$ cat config.mk
export PLATFORM = sky130hd
export DESIGN_NAME = rr_ring_arbiter
export DESIGN_NICKNAME = d
export VERILOG_FILES = /design/src/rtl/rr_ring_arbiter.sv
export SDC_FILE = /design/constraint.sdc
export NUM_CORES = 1
export LEC_CHECK = 0
export ABC_CLOCK_PERIOD_IN_PS = 2100
export CORE_MARGIN = 5
export CORE_UTILIZATION = 48
export DETAILED_ROUTE_END_ITERATION = 16
export PLACE_DENSITY_LB_ADDON = 0.2
export SLEW_MARGIN = 20
export SYNTH_ARGS = -nofsm -noshare
export SYNTH_HDL_FRONTEND = slang
export SYNTH_SLANG_ARGS = --single-unit
$ cat constraint.sdc
create_clock -name clk -period 2.1 [get_ports clk]
set_input_delay 0.63 -clock clk [delete_from_list [all_inputs] [get_ports clk]]
set_output_delay 0.63 -clock clk [all_outputs]
set_load 0.02 [all_outputs]
$ cat src/rtl/rr_ring_arbiter.sv
// Round-robin arbiter with a one-hot rotating priority pointer, grant holding
// while the winner keeps requesting, and an optional hold-time limit.
module rr_ring_arbiter #(
    parameter int N        = 4,
    parameter int MAX_HOLD = 8
) (
    input  logic                 clk,
    input  logic                 rst,
    input  logic [N-1:0]         req,
    output logic [N-1:0]         grant,
    output logic                 grant_valid,
    output logic [$clog2(N)-1:0] grant_id,
    output logic                 preempt,
    output logic [N-1:0]         ptr
);

    localparam int IW = $clog2(N);
    localparam int HW = (MAX_HOLD < 1) ? 1 : $clog2(MAX_HOLD + 1);
    localparam logic [HW-1:0] HOLD_MAX = HW'(MAX_HOLD);

    typedef enum logic [0:0] {
        IDLE = 1'b0,
        BUSY = 1'b1
    } state_t;

    state_t          state_r;
    logic [N-1:0]    grant_r;
    logic            grant_valid_r;
    logic [IW-1:0]   grant_id_r;
    logic            preempt_r;
    logic [N-1:0]    ptr_r;
    logic [HW-1:0]   hold_cnt_r;

    logic [IW-1:0]   ptr_idx_s;
    logic            pick_found_s;
    logic [IW-1:0]   pick_id_s;
    logic [N-1:0]    pick_oh_s;
    logic            owner_req_s;
    logic            timeout_s;

    function automatic logic [IW-1:0] onehot_to_idx(input logic [N-1:0] oh);
        logic [IW-1:0] idx;
        idx = {IW{1'b0}};
        for (int i = 0; i < N; i++) begin
            if (oh[i]) begin
                idx = idx | IW'(i);
            end else begin
                idx = idx;
            end
        end
        return idx;
    endfunction

    // Circular search: first pass covers ptr..N-1, second pass wraps to 0..ptr-1.
    always_comb begin
        ptr_idx_s    = onehot_to_idx(ptr_r);
        pick_found_s = 1'b0;
        pick_id_s    = {IW{1'b0}};
        for (int i = 0; i < N; i++) begin
            if (!pick_found_s && req[i] && (i >= int'(ptr_idx_s))) begin
                pick_found_s = 1'b1;
                pick_id_s    = IW'(i);
            end else begin
                pick_found_s = pick_found_s;
            end
        end
        for (int i = 0; i < N; i++) begin
            if (!pick_found_s && req[i]) begin
                pick_found_s = 1'b1;
                pick_id_s    = IW'(i);
            end else begin
                pick_found_s = pick_found_s;
            end
        end
        pick_oh_s = {{(N-1){1'b0}}, 1'b1} << pick_id_s;
    end

    // Release and hold-limit conditions for the current owner.
    always_comb begin
        owner_req_s = req[grant_id_r];
        if ((MAX_HOLD != 0) && (hold_cnt_r == HOLD_MAX)) begin
            timeout_s = 1'b1;
        end else begin
            timeout_s = 1'b0;
        end
    end

    // Arbitration state machine with all outputs registered.
    always_ff @(posedge clk or posedge rst) begin
        if (rst) begin
            state_r       <= IDLE;
            grant_r       <= {N{1'b0}};
            grant_valid_r <= 1'b0;
            grant_id_r    <= {IW{1'b0}};
            preempt_r     <= 1'b0;
            ptr_r         <= {{(N-1){1'b0}}, 1'b1};
            hold_cnt_r    <= {HW{1'b0}};
        end else begin
            preempt_r <= 1'b0;
            case (state_r)
                IDLE: begin
                    if (pick_found_s) begin
                        grant_r       <= pick_oh_s;
                        grant_id_r    <= pick_id_s;
                        grant_valid_r <= 1'b1;
                        hold_cnt_r    <= HW'(1);
                        state_r       <= BUSY;
                    end else begin
                        state_r       <= IDLE;
                    end
                end
                BUSY: begin
                    if (!owner_req_s || timeout_s) begin
                        grant_r       <= {N{1'b0}};
                        grant_valid_r <= 1'b0;
                        ptr_r         <= {grant_r[N-2:0], grant_r[N-1]};
                        preempt_r     <= owner_req_s;
                        state_r       <= IDLE;
                    end else if (hold_cnt_r != HOLD_MAX) begin
                        hold_cnt_r    <= hold_cnt_r + HW'(1);
                    end else begin
                        hold_cnt_r    <= hold_cnt_r;
                    end
                end
                default: begin
                    state_r       <= IDLE;
                    grant_r       <= {N{1'b0}};
                    grant_valid_r <= 1'b0;
                end
            endcase
        end
    end

    assign grant       = grant_r;
    assign grant_valid = grant_valid_r;
    assign grant_id    = grant_id_r;
    assign preempt     = preempt_r;
    assign ptr         = ptr_r;

endmodule

# Word-level counts from Yosys, hierarchy flattened

Index checks and enable logic that the tools add are counted.
Widths: inputs -> output; s select.

Bits in registers: 17
Bits of input ports: 6
Output and inout bits: 12

Add/subtract/negate cells: 1
$lt $le $gt $ge: 4
Equal/unequal tests: 6
Shift operators: 1
Multiplexer cells: 36
Bitwise gates (word level): 1
Reductions and logical operators: 23

Operators with widths:

| operator            | number |
|---|---|
| $mux 4              | 5 |
| $mux 1              | 18 |
| $mux 2              | 8 |
| $pmux 4 s2          | 2 |
| $logic_and 1x1->1   | 10 |
| $logic_not 1->1     | 8 |
| $reduce_and 2->1    | 3 |
| $add 4x1->4 const B | 1 |
| $eq 4x4->1 const B  | 1 |
| $ge 1x2->1 const A  | 2 |
| $ne 2x1->1 const B  | 2 |
| $ne 2x2->1 const B  | 2 |
| $ne 4x4->1 const B  | 1 |
| $pmux 1 s2          | 2 |
| $shl 1x2->4 const A | 1 |
| $lt 2x3->1 const B  | 1 |
| $reduce_and 3->1    | 1 |
| $bmux 1 s2          | 1 |
| $ge 2x2->1 const A  | 1 |
| $logic_or 1x1->1    | 1 |
| $not 1->1           | 1 |

# Logic depth before layout (Yosys ltp)

Word-level depth: 32
Gate-level depth with buffers: 6

# Least setup slack after synthesis

Ideal clock, no wire load.

Path type: input port to flip-flop
Start: in req[3]
End: reg ptr_r[1] (netlist: ptr[1])
Library setup time: 0.125 ns
Data arrival time: 1.721 ns
Data required time: 1.975 ns
Slack: 0.255 ns
Stages: 3
Buffers on the path: 0
Cells stage by stage: mux4_2 -> a21oi_4 -> mux2_2

Cells in the longest elaborated chain, start to end: 5

Ends and longest elaborated chain:

| what                         | RTL line | text |
|---|---|---|
| start: declaration           | 9        | `input logic [N-1:0] req,` |
| $bmux 1 s2                   | 80       | `owner_req_s = req[grant_id_r];` |
| $mux 1 (implied by the code) | 80       |  |
| $logic_not 1->1              | 113      | `if (!owner_req_s \|\| timeout_s) begin` |
| $logic_or 1x1->1             | 113      |  |
| $reduce_and 2->1 (no line)   | -        |  |
| end signal: assignment       | 96       | `ptr_r <= {{(N-1){1'b0}}, 1'b1};` |
| end signal: assignment       | 116      | `ptr_r <= {grant_r[N-2:0], grant_r[N-1]};` |
| end: declaration             | 31       | `logic [N-1:0] ptr_r;` |

No other way between the ends. The select of a mux whose other input is x is not followed.
A chain may end at the register's enable or synchronous reset.

# Worst setup path after layout

Start: in req[0]
End: reg ptr_r[1] (netlist: ptr[1])

Same word-level chain as after synthesis.

==> flow_summary.ini <==
[run_status]
outcome = finished, final reports clean

[power_and_ir_drop]
peakVddDrop_mv = 0.722
pwr_density_cell_nw_per_um2 = 1400
power_uw = 1580
leakagePower_uw = 0.000540

[route]
num_vias = 704
viasPerCell = 5.46
ant_nets = 0
drt_wl_total_mm = 1.84
wire_per_inst_um = 14.3
drt_pass1_iterations = 4
drt-initial-drc-count = 8
drc_errors = 0

[placed_design]
dp.final_hpwl_mm = 1.38
place.gp.congestion = 0.824
io_buffers = 17

[synth]
syn-num-nets = 85
syn_inst = 77
seq_area_frac_synth_pct = 50.1
ys_seq_elements = 17
ys_warn_count = 0
netlist-cell-type-count = 29
async_flop_share_pct = 100
synthesis.area_um2 = 852
syn_avg_cell_area_um2 = 11.1
synth-edff-count = 0
synth_ff_type = dfrtp_1

[final_layout]
drive_gt1_share_pct = 19.2
fill_cells = 144
final_util_pct = 66.2
num-nets-final = 113
layout_common_cells = dfrtp_1 (16), clkdlybuf4s50_1 (16), nand2_1 (10), inv_1 (9), buf_4 (7)
diodes = 0
syn_to_final_growth_pct = 32.6

[timing]
min_period_ps = 2060
setup-violations-final = 0
worstMarginPinSlew_ps = 397
rsz0062_at_grt = no
finalSetupTns_ps = 0
period_share_pct = 98.2
fmax_ghz = 0.485
max_slew_margin_pct = 73.4
drv_slew = 0
hold_viol_final = 0
skew_ps = 3.75

[floorplanning]
start_util_pct = 49.9
die_w_um = 52.1
core_area_um2 = 1710
die_y_um = 52.1
fp.dieArea_um2 = 2720
row_count = 15
io_pins = 18

[clock_network]
root_buffer = clkbuf_4
cts_buffers = 3
clock_sinks = 17
cts_setup_buffers = 0
h-tree-depth = 1
cts.path.max_buffers = 2
cts_tree = yes
clkTransAtPathRegs_ps = 100
worstSkewPairLatency_ps = 290

[critical_path]
crit_start = req[0]
required_ps = 2280
worstPathArrival_ps = 2250
critPathMaxStageDelay_ps = 520
path_cells = clkdlybuf4s50_1 -> mux4_2 -> a21oi_4 -> mux2_2
crit_type = in -> reg
crit_path_max_fanout = 9
cpMaxStageDelayCell = mux4_2
path_buf_inv = 1
r2r_start = grant_id[0]$_DFFE_PP0P_
end_kind = flip-flop
crit_family = multiplexers
critPathLaunchType = input pin

[global_routing]
first_global_vias = 701
grt_first_pass_wirelength_mm = 3.13
grtUsageTotal_pct = 16.2
grt-ovfl-total = 0
grt_max_degree = 14
antenna_found_initial = 0

[worst_hold_path]
min_path_type = reg -> reg
min_from = state_r$_DFF_PP0_

[flow_run]
maxCapViolCount = 0
## per-layer routing
metal | global-route usage [%] | share of wire [%] | routed length, µm | vias up
li1 | - | - | - | 337
met1 | 20.6 | 48 | 889 | 337
met2 | 24.7 | 44 | 816 | 26
met3 | 4.30 | 5.5 | 101 | 4
met4 | 8.94 | 1.7 | 32 | 0
met5 | 0 | 0 | 0 | -
## cells in the mapped netlist, drive strengths merged, types with 2 or more instances
library cell  instances  area (µm²)
nand2                10        37.5
mux2i                 4        40.0
nor2                  2        7.51
o21ai                 3        15.0
mux2                  3        33.8
a21oi                 3        26.3
a31o                  2        17.5
ha                    2        25.0
o32ai                 4        35.0
nor2b                 2        12.5
dfrtp                16         400
a22o                  2        17.5
inv                   9        33.8
and2                  2        15.0
## power breakdown
part / leakage, µW / switching (µW) / internal (µW) / total [µW]
Combinational: 0.000310 / 424 / 408 / 832
Sequential: 0.000215 / 114 / 456 / 570
Clock: 0.0000150 / 101 / 73.9 / 175
## final cells by class
| class | instances | area, µm² | area share (%) |
|---|---|---|---|
| Inverter | 9 | 33.8 | 2.99 |
| Multi-Input combinational cell | 50 | 387 | 34.2 |
| Tap cell | 25 | 31.3 | 2.77 |
| Timing Repair Buffer | 24 | 225 | 19.9 |
| Clock buffer | 4 | 26.3 | 2.33 |
| Sequential cell | 17 | 427 | 37.8 |
## sequential cells by signal, summed over array words and instances, names as in the netlist
name and flops:
grant 4, state_r 1, hold_cnt_r 4, grant_valid 1
grant_id 2, ptr 4, preempt 1
## metrics by stage
stage / area, µm² / std cells / setup WS (ps) / hold slack, ps
final: 1130 / 129 / 38.2 / 491
after global routing: 1130 / 129 / 12.0 / 518
after CTS: 1130 / 129 / 24.0 / 492
after detailed placement: 1100 / 125 / -264 / 486
after global placement: 1100 / 125 / -241 / 483
after floorplan: 852 / 77 / 255 / 458
## final timing paths
kind                                            to  slack [ps]  cells after the start
min in group asynchronous     grant[0]$_DFFE_PP0P_         580                      2
max reg2reg                     ptr[1]$_DFFE_PP0P_         360                      3
max in group asynchronous  grant_valid$_DFFE_PP0P_        1090                      3
min reg2reg                grant_id[1]$_DFFE_PP0P_         490                      1
min                        grant_id[1]$_DFFE_PP0P_         490                      1
max                             ptr[1]$_DFFE_PP0P_          40                      4
## repair_timing
item | 4_1_cts | 5_1_grt
endpoints found under the setup margin | 0 | 1
endpoints found under the hold margin | 0 | 0
hold buffers | 0 | 0
resized for setup | 0 | 1
## kinds of logic (layout without fill, tap and decap cells)
family | after synthesis | in the layout | share of synthesized area [%]
adder cells (fa/ha/maj) | 2 | 2 | 2.94
AO/OA/AOI/OAI | 20 | 20 | 19.5
flip-flops | 17 | 17 | 50.1
buffers and inverters | 10 | 37 | 4.55
AND/OR/NAND/NOR | 20 | 20 | 11.6
multiplexers | 8 | 8 | 11.3
## worst register-to-register path: stages, from the launching register on
cell and delay [ps]:
dfrtp_1 410, mux4_2 570, a21oi_4 290, mux2_2 370
(Power assumes the default switching activity.)
